==> src/rtl/alu_wb_router_if.sv <==
// alu_wb_router_if
//   Bundles the write-back router's bus signals: the ALU beat input with its
//   ready, the RF write strobe port, the DM request/ack port, and the
//   error/drop status.
//   slave  : the router side (takes ALU beats, drives RF/DM/status).
//   master : the environment side (drives ALU beats, DM ack, err clear).
interface alu_wb_router_if #(
  parameter int DATA_W = 8,
  parameter int ADDR_W = 4
);
  logic [DATA_W-1:0] alu_result;
  logic [1:0]        alu_dst;
  logic [ADDR_W-1:0] alu_addr;
  logic              alu_valid;
  logic              alu_ready;
  logic              rf_we;
  logic [ADDR_W-1:0] rf_addr;
  logic [DATA_W-1:0] rf_data;
  logic              dm_req;
  logic [ADDR_W-1:0] dm_addr;
  logic [DATA_W-1:0] dm_data;
  logic              dm_ack;
  logic              err;
  logic              err_clr;
  logic [7:0]        drop_cnt;

  modport slave (
    input  alu_result, alu_dst, alu_addr, alu_valid, dm_ack, err_clr,
    output alu_ready, rf_we, rf_addr, rf_data, dm_req, dm_addr, dm_data,
           err, drop_cnt
  );

  modport master (
    output alu_result, alu_dst, alu_addr, alu_valid, dm_ack, err_clr,
    input  alu_ready, rf_we, rf_addr, rf_data, dm_req, dm_addr, dm_data,
           err, drop_cnt
  );
endinterface

==> src/rtl/alu_wb_router.sv <==
// alu_wb_router
//   Write-back router. Accepts one ALU result per beat and routes it by
//   destination code: 00 -> register file (single-cycle write strobe),
//   11 -> data memory (req/ack handshake with timeout), 01/10 -> dropped
//   and counted in a saturating 8-bit counter.
// Ports
//   clk    : clock, rising edge
//   rst_n  : asynchronous reset, active low
//   bus    : alu_wb_router_if.slave
//            alu_result/alu_dst/alu_addr/alu_valid/alu_ready : beat input
//            rf_we/rf_addr/rf_data                           : RF write port
//            dm_req/dm_addr/dm_data/dm_ack                   : DM write port
//            err (sticky DM timeout) / err_clr, drop_cnt     : status
module alu_wb_router #(
  parameter int DATA_W     = 8,
  parameter int ADDR_W     = 4,
  parameter int DM_TIMEOUT = 16
) (
  input logic           clk,
  input logic           rst_n,
  alu_wb_router_if.slave bus
);
  localparam int CNT_W = (DM_TIMEOUT > 2) ? $clog2(DM_TIMEOUT) : 1;
  localparam logic [CNT_W-1:0] CNT_LAST = CNT_W'(DM_TIMEOUT - 1);

  typedef enum logic [1:0] {IDLE, WR_RF, WR_DM} state_t;

  state_t            state, state_nx;
  logic [CNT_W-1:0]  tmo_cnt;
  logic [ADDR_W-1:0] rf_addr_q, dm_addr_q;
  logic [DATA_W-1:0] rf_data_q, dm_data_q;
  logic              err_q;
  logic [7:0]        drop_q;

  logic accept, acc_rf, acc_dm, acc_drop, timeout;
  logic ready, rf_we, dm_req;

  assign accept   = bus.alu_valid & ready;
  assign acc_rf   = accept & (bus.alu_dst == 2'b00);
  assign acc_dm   = accept & (bus.alu_dst == 2'b11);
  assign acc_drop = accept & (bus.alu_dst[1] ^ bus.alu_dst[0]);

  // Next state and state-decoded outputs. In WR_DM an ack beats the
  // timeout when both land on the same edge.
  always_comb begin
    state_nx = state;
    ready    = 1'b1;
    rf_we    = 1'b0;
    dm_req   = 1'b0;
    timeout  = 1'b0;
    case (state)
      IDLE, WR_RF: begin
        rf_we = (state == WR_RF);
        if (acc_rf)      state_nx = WR_RF;
        else if (acc_dm) state_nx = WR_DM;
        else             state_nx = IDLE;
      end
      WR_DM: begin
        ready  = 1'b0;
        dm_req = 1'b1;
        if (bus.dm_ack) state_nx = IDLE;
        else if (tmo_cnt == CNT_LAST) begin
          state_nx = IDLE;
          timeout  = 1'b1;
        end
      end
      default: state_nx = IDLE;
    endcase
  end

  always_ff @(posedge clk or negedge rst_n) begin
    if (!rst_n) state <= IDLE;
    else        state <= state_nx;
  end

  // Timeout counter restarts on every DM accept; it only advances while
  // waiting in WR_DM.
  always_ff @(posedge clk or negedge rst_n) begin
    if (!rst_n)              tmo_cnt <= '0;
    else if (acc_dm)         tmo_cnt <= '0;
    else if (state == WR_DM) tmo_cnt <= tmo_cnt + 1'b1;
  end

  // Separate RF and DM capture registers so each port holds its own last
  // value regardless of what the other destination did since.
  always_ff @(posedge clk or negedge rst_n) begin
    if (!rst_n) begin
      rf_addr_q <= '0;
      rf_data_q <= '0;
      dm_addr_q <= '0;
      dm_data_q <= '0;
    end else begin
      if (acc_rf) begin
        rf_addr_q <= bus.alu_addr;
        rf_data_q <= bus.alu_result;
      end
      if (acc_dm) begin
        dm_addr_q <= bus.alu_addr;
        dm_data_q <= bus.alu_result;
      end
    end
  end

  // Sticky error: a timeout on the same edge as a clear still sets it.
  always_ff @(posedge clk or negedge rst_n) begin
    if (!rst_n)           err_q <= 1'b0;
    else if (timeout)     err_q <= 1'b1;
    else if (bus.err_clr) err_q <= 1'b0;
  end

  always_ff @(posedge clk or negedge rst_n) begin
    if (!rst_n)                          drop_q <= '0;
    else if (acc_drop && drop_q != 8'hFF) drop_q <= drop_q + 8'd1;
  end

  assign bus.alu_ready = ready;
  assign bus.rf_we     = rf_we;
  assign bus.rf_addr   = rf_addr_q;
  assign bus.rf_data   = rf_data_q;
  assign bus.dm_req    = dm_req;
  assign bus.dm_addr   = dm_addr_q;
  assign bus.dm_data   = dm_data_q;
  assign bus.err       = err_q;
  assign bus.drop_cnt  = drop_q;
endmodule

==> src/flat_wrapper.sv <==
// flat-port wrapper written by rule: the top's interface ports become plain ports
module alu_wb_router_flat 
#(
  parameter int DATA_W     = 8,
  parameter int ADDR_W     = 4,
  parameter int DM_TIMEOUT = 16
)
  (clk, rst_n, bus_alu_result, bus_alu_dst, bus_alu_addr, bus_alu_valid, bus_dm_ack, bus_err_clr, bus_alu_ready, bus_rf_we, bus_rf_addr, bus_rf_data, bus_dm_req, bus_dm_addr, bus_dm_data, bus_err, bus_drop_cnt);
  alu_wb_router_if #(.DATA_W(DATA_W), .ADDR_W(ADDR_W)) bus_i ();
  input logic clk;
  input logic rst_n;
  input wire logic [$bits(bus_i.alu_result)-1:0] bus_alu_result;
  input wire logic [$bits(bus_i.alu_dst)-1:0] bus_alu_dst;
  input wire logic [$bits(bus_i.alu_addr)-1:0] bus_alu_addr;
  input wire logic [$bits(bus_i.alu_valid)-1:0] bus_alu_valid;
  input wire logic [$bits(bus_i.dm_ack)-1:0] bus_dm_ack;
  input wire logic [$bits(bus_i.err_clr)-1:0] bus_err_clr;
  output wire logic [$bits(bus_i.alu_ready)-1:0] bus_alu_ready;
  output wire logic [$bits(bus_i.rf_we)-1:0] bus_rf_we;
  output wire logic [$bits(bus_i.rf_addr)-1:0] bus_rf_addr;
  output wire logic [$bits(bus_i.rf_data)-1:0] bus_rf_data;
  output wire logic [$bits(bus_i.dm_req)-1:0] bus_dm_req;
  output wire logic [$bits(bus_i.dm_addr)-1:0] bus_dm_addr;
  output wire logic [$bits(bus_i.dm_data)-1:0] bus_dm_data;
  output wire logic [$bits(bus_i.err)-1:0] bus_err;
  output wire logic [$bits(bus_i.drop_cnt)-1:0] bus_drop_cnt;
  assign bus_i.alu_result = bus_alu_result;
  assign bus_i.alu_dst = bus_alu_dst;
  assign bus_i.alu_addr = bus_alu_addr;
  assign bus_i.alu_valid = bus_alu_valid;
  assign bus_i.dm_ack = bus_dm_ack;
  assign bus_i.err_clr = bus_err_clr;
  assign bus_alu_ready = bus_i.alu_ready;
  assign bus_rf_we = bus_i.rf_we;
  assign bus_rf_addr = bus_i.rf_addr;
  assign bus_rf_data = bus_i.rf_data;
  assign bus_dm_req = bus_i.dm_req;
  assign bus_dm_addr = bus_i.dm_addr;
  assign bus_dm_data = bus_i.dm_data;
  assign bus_err = bus_i.err;
  assign bus_drop_cnt = bus_i.drop_cnt;
  alu_wb_router #(.DATA_W(DATA_W), .ADDR_W(ADDR_W), .DM_TIMEOUT(DM_TIMEOUT)) u_core (.clk(clk), .rst_n(rst_n), .bus(bus_i));
endmodule
==> config.mk <==
export PLATFORM = sky130hd
export DESIGN_NAME = alu_wb_router_flat
export DESIGN_NICKNAME = d
export VERILOG_FILES = /design/src/rtl/alu_wb_router_if.sv /design/src/rtl/alu_wb_router.sv /design/src/flat_wrapper.sv
export SDC_FILE = /design/constraint.sdc
export NUM_CORES = 1
export LEC_CHECK = 0
export BUFFER_PORTS_ARGS = -buffer_cell sky130_fd_sc_hd__buf_2
export CAP_MARGIN = 20
export CORE_MARGIN = 2
export CORE_UTILIZATION = 25
export DETAILED_ROUTE_END_ITERATION = 6
export GPL_ROUTABILITY_DRIVEN = 0
export PLACE_DENSITY = 0.54
export SLEW_MARGIN = 10
export SYNTH_ARGS = -nofsm -noshare
export SYNTH_HDL_FRONTEND = slang
export SYNTH_SLANG_ARGS = --single-unit
==> constraint.sdc <==
create_clock -name clk -period 2.52 [get_ports clk]
set_input_delay 0.504 -clock clk [delete_from_list [all_inputs] [get_ports clk]]
set_output_delay 0.504 -clock clk [all_outputs]
set_load 0.01 [all_outputs]
* Yosys cells after proc, flatten, opt, wreduce, memory -nomap -nowiden *
Cells that the tools add are included.

word-level totals
  register bits = 39
  logic and storage cells = 42
  input port bits = 19
  output and inout port bits = 36

operators by class
  equality and inequality tests = 6
  add/sub/neg operators = 2
  bitwise gates (word level) = 5
  reductions and logical operators = 6
  muxes and demuxes = 15

operators by type and width
  operator               count
  $add A8 B1 Y8 const B  1
  $mux W1                8
  $mux W2                4
  $mux W4                2
  $ne A8 B8 Y1 const B   1
  $add A4 B1 Y4 const B  1
  $and A1 B1 Y1          4
  $eq A2 B2 Y1 const B   2
  $eq A4 B4 Y1 const B   1
  $logic_not A2 Y1       2
  $pmux W2 S2            1
  $reduce_bool A2 Y1     2
  $ne A3 B2 Y1 const B   1
  $eq A2 B1 Y1 const B   1
  $reduce_or A2 Y1       1
  $logic_and A1 B1 Y1    1
  $xor A1 B1 Y1          1

* Depth between registers and ports, before layout *
Gate-level depths: netlist (run 1).

  word-level depth = 7
  gate-level depth with buffers = 7
  depth with buffers taken out = 5

* Worst setup path before layout (run 1) *
No wires, ideal clock.

  path kind = in2reg
  start point = input port bus_alu_dst[0]
  end point = register u_core.drop_q[6] (netlist: u_core.bus.drop_cnt[6])
  buffers on the path = 0
  library setup time = 0.128 ns
  data required time = 2.392 ns
  arrival = 1.417 ns
  cell stages on the path = 5
  slack = 0.975 ns
  cells stage by stage = inv_1 -> ha_1 -> nand3_2 -> nor3_1 -> mux2_1

between the ends
  cells in the longest elaborated chain, start to end = 3

ends and longest elaborated chain
  what                    line                  RTL
  start: declaration      flat_wrapper.sv:13    input wire logic [$bits(bus_i.alu_dst)-1:0] bus_alu_dst;
  $xor A1 B1 Y1           alu_wb_router.sv:41   assign acc_drop = accept & (bus.alu_dst[1] ^ bus.alu_dst[0]);
  $and A1 B1 Y1           alu_wb_router.sv:41
  $logic_and A1 B1 Y1     alu_wb_router.sv:113  else if (acc_drop && drop_q != 8'hFF) drop_q <= drop_q + 8'd1;
  end signal: assignment  alu_wb_router.sv:113
  end: declaration        alu_wb_router.sv:33   logic [7:0] drop_q;

Every way passes these cells.
A chain may end at the register's enable or synchronous reset.

* Worst setup path in the final report (run 1) *
  start point = register u_core.state[1]
  end point = output port bus_dm_req

between the ends
  cells in the longest elaborated chain, start to end = 2

ends and longest elaborated chain
  what                      line                 RTL
  start: declaration        alu_wb_router.sv:28  state_t state, state_nx;
  start signal: assignment  alu_wb_router.sv:73  else state <= state_nx;
  $eq A2 B2 Y1              alu_wb_router.sv:51  case (state)
  $mux W1                   alu_wb_router.sv:51
  end: declaration          flat_wrapper.sv:22   output wire logic [$bits(bus_i.dm_req)-1:0] bus_dm_req;

Every way passes these cells.

==> run metrics, run 1 <==
Crit Path Max Fanout=10; routed wire length=3.534 mm; # IOs=55; synthesized area per cell=11.73 µm²; crit-path cells=nand2b_1, inv_2, buf_2; CP Class=register to output port; CP endpoint kind=output port; mux contribution to synthesized area=roughly 13%; RR Startpoint=u_core.state[1]; Post-Synthesis Cells=approximately 150; Total Die Area=about 7600 µm²; part of the power in registers=50.6%; RSZ-0062 raised after global routing=no; clock power share=between 20% and 30%; die width=87.35 µm; gr busiest metal=met2; Antenna diodes=0; Root Buffer=clkbuf_8; GR Layer Usage met3=approximately 3.5%; ANT nets after route=0; CTS Buffer Depth=2; clock slew at reported path FFs=about 80 ps; Min-Delay Path Class=input port to async pin; post_cts resized=0; hold buffer count at CTS=0; simple-gate share of the synthesized area=a little under a fifth; Fin Setup TNS=0 ps; Async SR Flop Fraction=100.0%; remaining routing DRC violations=0; share of layout cells above drive strength 1=38.54%; Final Max Tran Viols=0; pin count of the biggest net entering global routing=40; vias in the first global route=between 1000 and 1500; adder-cell share of the synthesized area=approximately 2.9%; final core utilization=31.70%; fraction of the mapped netlist area in compound gates=2.161%; fin crit share=roughly 74%; Initial DRC Count=31; Final nets=227; max-cap violation count=0; Synth Register Bits=39; switching share of total power=approximately 32%; CTS tree=yes; Slew headroom=about two fifths; EDFF count, synth=0; total global-route track usage=between 9 and 10%; CTS Buf Count=5; Peak VDD IR=between 0.0004 and 0.0005 V; row cnt=30; H-tree depth=2; met1 Resource Use GR=approximately 12%; Worst-Margin Slew=roughly 900 ps; Post-CTS Setup Bufs=0; vias per inst=approximately 4.3; LEAKAGE=0.001127 µW; DP HPWL=between 2 and 3 mm; CP peak stage delay=410 ps; Crit path max-delay family=flip-flops; CP bufs+invs=2; CP startpoint kind=register; clk sinks=39; P&R area growth vs syn=23.34%; area of the core=~6800 µm²; Critical Path RT=2020 ps; setup ws final=658.9 ps; Chip Height=just under 90 µm; Clock Latency Late Sink=around 280 ps; register area share after synthesis=between 50% and 60%; CP Data Arrival Time=between 1000 and 1500 ps; fmax=537.3 MHz; PD cells=~830 nW/µm²; combinational group share of total power=between 20% and 30%; dominant synthesized flop cell=dfrtp_1; Layout Skew=~5.1 ps; final setup vio count=0; status=finished, final reports clean; fillers=about 720; Worst Setup SP=u_core.state[1]; global route overflow=0; Mapped Area=approximately 1700 µm²; net count after synthesis=171; Net Switching=a little under 600 µW; initial antenna violation count=0; met2 Resource Use GR=roughly 15%; Tot Pwr=1787 µW; initial cell density of the core=roughly 26%; Slowest-stage cell, CP=dfrtp_1; router iterations before antenna repair=4; Final Hold Violating Endpoints=0; Yosys warnings=0; vias after detailed routing=about 1200; post-synthesis cell type count=27; Post-Place Setup Slack=roughly 740 ps; global-route wire length before repair=between 5 and 6 mm; post-route minimum period=about 1900 ps; IO buf count=54; Post-Synth XOR/XNOR Area=~3.5%; Pint=roughly 1200 µW; main combinational cell family by area after synthesis=simple AND/OR/NAND/NOR gates; routed len/inst=~12 µm
-- worst reg2reg max path, stage by stage (launching register included) --
cell and delay [ps]:
dfrtp_1 410, nand2b_1 360, nand3_1 480, o31ai_1 330
-- registers in the layout, indices dropped and copies added, names as in the netlist --
signal,count
u_core.tmo_cnt,4
u_core.bus.rf_addr,4
u_core.bus.drop_cnt,8
u_core.state,2
u_core.bus.rf_data,8
u_core.bus.err,1
u_core.bus.dm_data,8
u_core.bus.dm_addr,4
-- per-layer routing --
metal  vias to the layer above  wire [µm]
li1                        598          -
met1                       579       1605
met2                        38       1656
met3                         5        243
met4                         0         29
met5                         -          0
-- power groups by stage --
stage / logic (µW) / clock network, µW / registers [µW]
global route: 530 / 467 / 925
floorplan: 235 / 0 / 957
finish: 474 / 409 / 904
CTS: 486 / 434 / 906
detailed placement: 485 / 0 / 917
global placement: 478 / 0 / 915
-- final cells by class --
type,instances,area (µm²),share of cell area [%]
clock buffer,6,72.57,3.388
clock inverter,2,12.51,0.5841
inverter,5,18.77,0.8762
multi-input combinational,99,691.9,32.30
sequential,39,975.9,45.56
tap,80,100.1,4.673
timing repair buffer,54,270.3,12.62
-- stage by stage --
step / hold slack (ps) / cells / instance area (µm²)
2_1_floorplan: 208.4 / 148 / 1737
3_3_place_gp: 464.7 / 277 / 2057
3_5_place_dp: 463.1 / 277 / 2057
4_1_cts: 364.1 / 285 / 2142
5_1_grt: 395.0 / 285 / 2142
6_report: 335.2 / 285 / 2142
-- cell usage after synthesis (all sizes together), types with 2 or more instances --
library cell  number  share of area, %
nand2             44               9.5
dfrtp             39                56
mux2              16                13
nand3              7               3.0
nor2               6               1.3
buf                5               2.9
inv                5               1.1
ha                 4               2.9
xnor2              4               2.0
nand4              3               1.4
xor2               3               1.5
and3               2              0.72
nand2b             2              0.72
nor2b              2               1.2
nor3               2              0.86
-- placed cells by master (no fill, tap or decap) --
cell type / synthesis / final
clkbuf_1: 0 / 1
nor2b_1: 1 / 1
buf_2: 1 / 54
xor2_1: 3 / 3
a21oi_2: 1 / 1
mux2_1: 6 / 6
o2111a_2: 1 / 1
clkinv_2: 0 / 1
inv_1: 4 / 4
nand2b_1: 2 / 2
nor2b_4: 1 / 1
nor3_2: 1 / 1
dfrtp_1: 39 / 39
o31ai_1: 1 / 1
nor3_1: 1 / 1
nand3_2: 1 / 1
nand3_4: 1 / 1
ha_1: 4 / 4
inv_2: 1 / 1
nand4_2: 1 / 1
o32ai_1: 1 / 1
clkinvlp_4: 0 / 1
nand3_1: 5 / 5
and3_1: 2 / 2
nor2_1: 6 / 6
xnor2_1: 4 / 4
clkbuf_8: 0 / 5
mux2_4: 10 / 10
nand4_1: 2 / 2
nand2_1: 44 / 44
-- path summary, 6_finish.rpt --
kind                                                to  depth (start not counted)  slack (ps)
max in group asynchronous       u_core.bus.drop_cnt[2]                          1        1630
worst min-delay path             u_core.bus.rf_addr[2]                          1         340
worst min register to register   u_core.bus.dm_data[6]                          2         480
worst max-delay path                        bus_dm_req                          3         660
worst max register to register         u_core.state[1]                          3         850
min in group clk                        u_core.bus.err                          2         410
-- cells by family after synthesis --
group | Yosys count
XOR/XNOR | 7
adder cells (fa/ha/maj) | 4
flip-flops | 39
AO/OA/AOI/OAI | 4
buffers and inverters | 10
multiplexers | 16
AND/OR/NAND/NOR | 68
Power figures use the tool's default switching activity.
==> inputs of run 2 (changes only) <==
- PLACE_DENSITY: 0.54 -> 0.56
- clock period: 2.52 -> 1.7 ns (I/O delays scaled with it)
==> run metrics, run 2 (synthesized netlist as in run 1, its figures left out) <==
LEAKAGE=0.001152 µW (+2.3%); CTS Buf Count=5 (unchanged); Slew headroom=68.10% (+27 points); Layout Skew=5.557 ps (+0.4495 ps); routed wire length=3.617 mm (+2.3%); Clock Latency Late Sink=290 ps (about the same); clk sinks=39 (unchanged); Final nets=232 (+2.2%); Root Buffer=clkbuf_8; Final Max Tran Viols=0 (unchanged); initial cell density of the core=25.70% (unchanged); CP Data Arrival Time=1250 ps (-110 ps); Critical Path RT=1360 ps (-660 ps); most frequent cells in the layout=buf_2, nand2_1, dfrtp_1, mux2_4; PD cells=1221 nW/µm² (+46%); final setup vio count=0 (unchanged); status=finished with violations; Crit Path Max Fanout=6 (-4); commonest non-fill, non-tap cell in the layout=buf_2; global-route wire length before repair=5.920 mm (+2.9%); Chip Height=87.35 µm (unchanged); CTS tree=yes; Antenna diodes=0 (unchanged); max-cap violation count=0 (unchanged); CP endpoint kind=output port; Final Hold Violating Endpoints=2 (+2); DP HPWL=2.652 mm (+2.0%); failing checks=negative hold slack; Worst Reg-to-Reg Cells=4 (+1); share of layout cells above drive strength 1=40.48% (+1.9 points); total global-route track usage=9.972% (+0.24 points); row cnt=30 (unchanged); post-route minimum period=between 1500 and 2000 ps; fin crit share=93.35%; RSZ-0062 raised after global routing=no; clock slew at reported path FFs=80 ps (about the same); # IOs=55 (unchanged); vias after detailed routing=1199 (-1.7%); area of the core=6756 µm² (unchanged); router iterations before antenna repair=4 (unchanged); Post-CTS Setup Bufs=0 (unchanged); pin count of the biggest net entering global routing=22 (-45%); Worst-Margin Slew=478.5 ps (-402.7 ps); Tot Pwr=2671 µW (+49%); vias per inst=4.134 (-3.4%); initial antenna violation count=0 (unchanged); ANT nets after route=0 (unchanged); P&R area growth vs syn=25.94%; hold slack final=-2.167 ps (-337.3 ps); vias in the first global route=1211 (+1.9%); routed len/inst=12.47 µm (+0.58%); H-tree depth=2 (unchanged); Min-Delay Path Class=input port to async pin; global route overflow=0 (unchanged); remaining routing DRC violations=0 (unchanged); Fin Setup TNS=0 ps (unchanged); Initial DRC Count=23 (-26%); CP Class=register to output port; fmax=between 600 and 700 MHz; Peak VDD IR=0.0005736 V (+37%); CTS Buffer Depth=2 (unchanged); Total Die Area=7629 µm² (unchanged); die width=87.35 µm (unchanged); CP startpoint kind=register; IO buf count=54 (unchanged)
==> run 2: cell type report <==
class / count / area (µm²)
Fill cell: 693 / 4569
Sequential cell: 39 / 975.9
Multi-Input combinational cell: 99 / 699.4
Timing Repair Buffer: 59 / 307.8
Tap cell: 80 / 100.1
Clock buffer: 6 / 72.57
Inverter: 5 / 18.77
Clock inverter: 2 / 12.51
==> run 2: what timing repair did <==
item,in CTS,in global routing
endpoints found under the hold margin,0,0
gates resized for setup,1,1
hold buffers,0,0
setup endpoints to repair,1,1
==> run 2: path summary, 6_finish.rpt <==
path                            slack, ps                endpoint              startpoint
worst max-delay path                  110              bus_dm_req         u_core.state[1]
worst min-delay path                   -2   u_core.bus.rf_data[0]                   rst_n
worst max register to register        150  u_core.bus.drop_cnt[1]  u_core.bus.drop_cnt[0]
worst min register to register        470   u_core.bus.dm_data[6]   u_core.bus.dm_data[6]
max in group asynchronous            1110   u_core.bus.rf_addr[1]                   rst_n
min in group clk                      240          u_core.bus.err             bus_err_clr
==> run 2: metal layers <==
layer / wire [µm] / vias to the layer above / track usage, %
met1: 1780 / 549 / 13.60
met4: 29 / 0 / 3.357
met3: 275 / 2 / 3.412
met2: 1531 / 46 / 14.74
li1: - / 602 / -
met5: 0 / - / 0
==> run 2: power breakdown <==
group          internal [µW]  switching [µW]  total [µW]
Clock                    287             325         612
Combinational            371             353         723
Sequential              1150             189        1340
==> run 2: worst max-delay path: stages, from the launching register on <==
cell and delay, ps:
dfrtp_1 440, nand2b_4 120, buf_4 170, inv_2 90, buf_2 140
==> run 2: stage by stage <==
| step | cell area (µm²) | worst slack (ps) | cells | util [%] | hold slack [ps] |
|---|---|---|---|---|---|
| final | 2187 | 113.0 | 290 | 32.37 | -2.167 |
| after detailed placement | 2095 | 136.8 | 282 | 31.00 | 329.6 |
| after global routing | 2187 | 40.23 | 290 | 32.37 | 27.36 |
| after global placement | 2095 | 154.5 | 282 | 31.00 | 326.7 |
| after floorplan | 1737 | 197.1 | 148 | - | 44.41 |
| after CTS | 2182 | 3.584 | 290 | 32.30 | 3.819 |
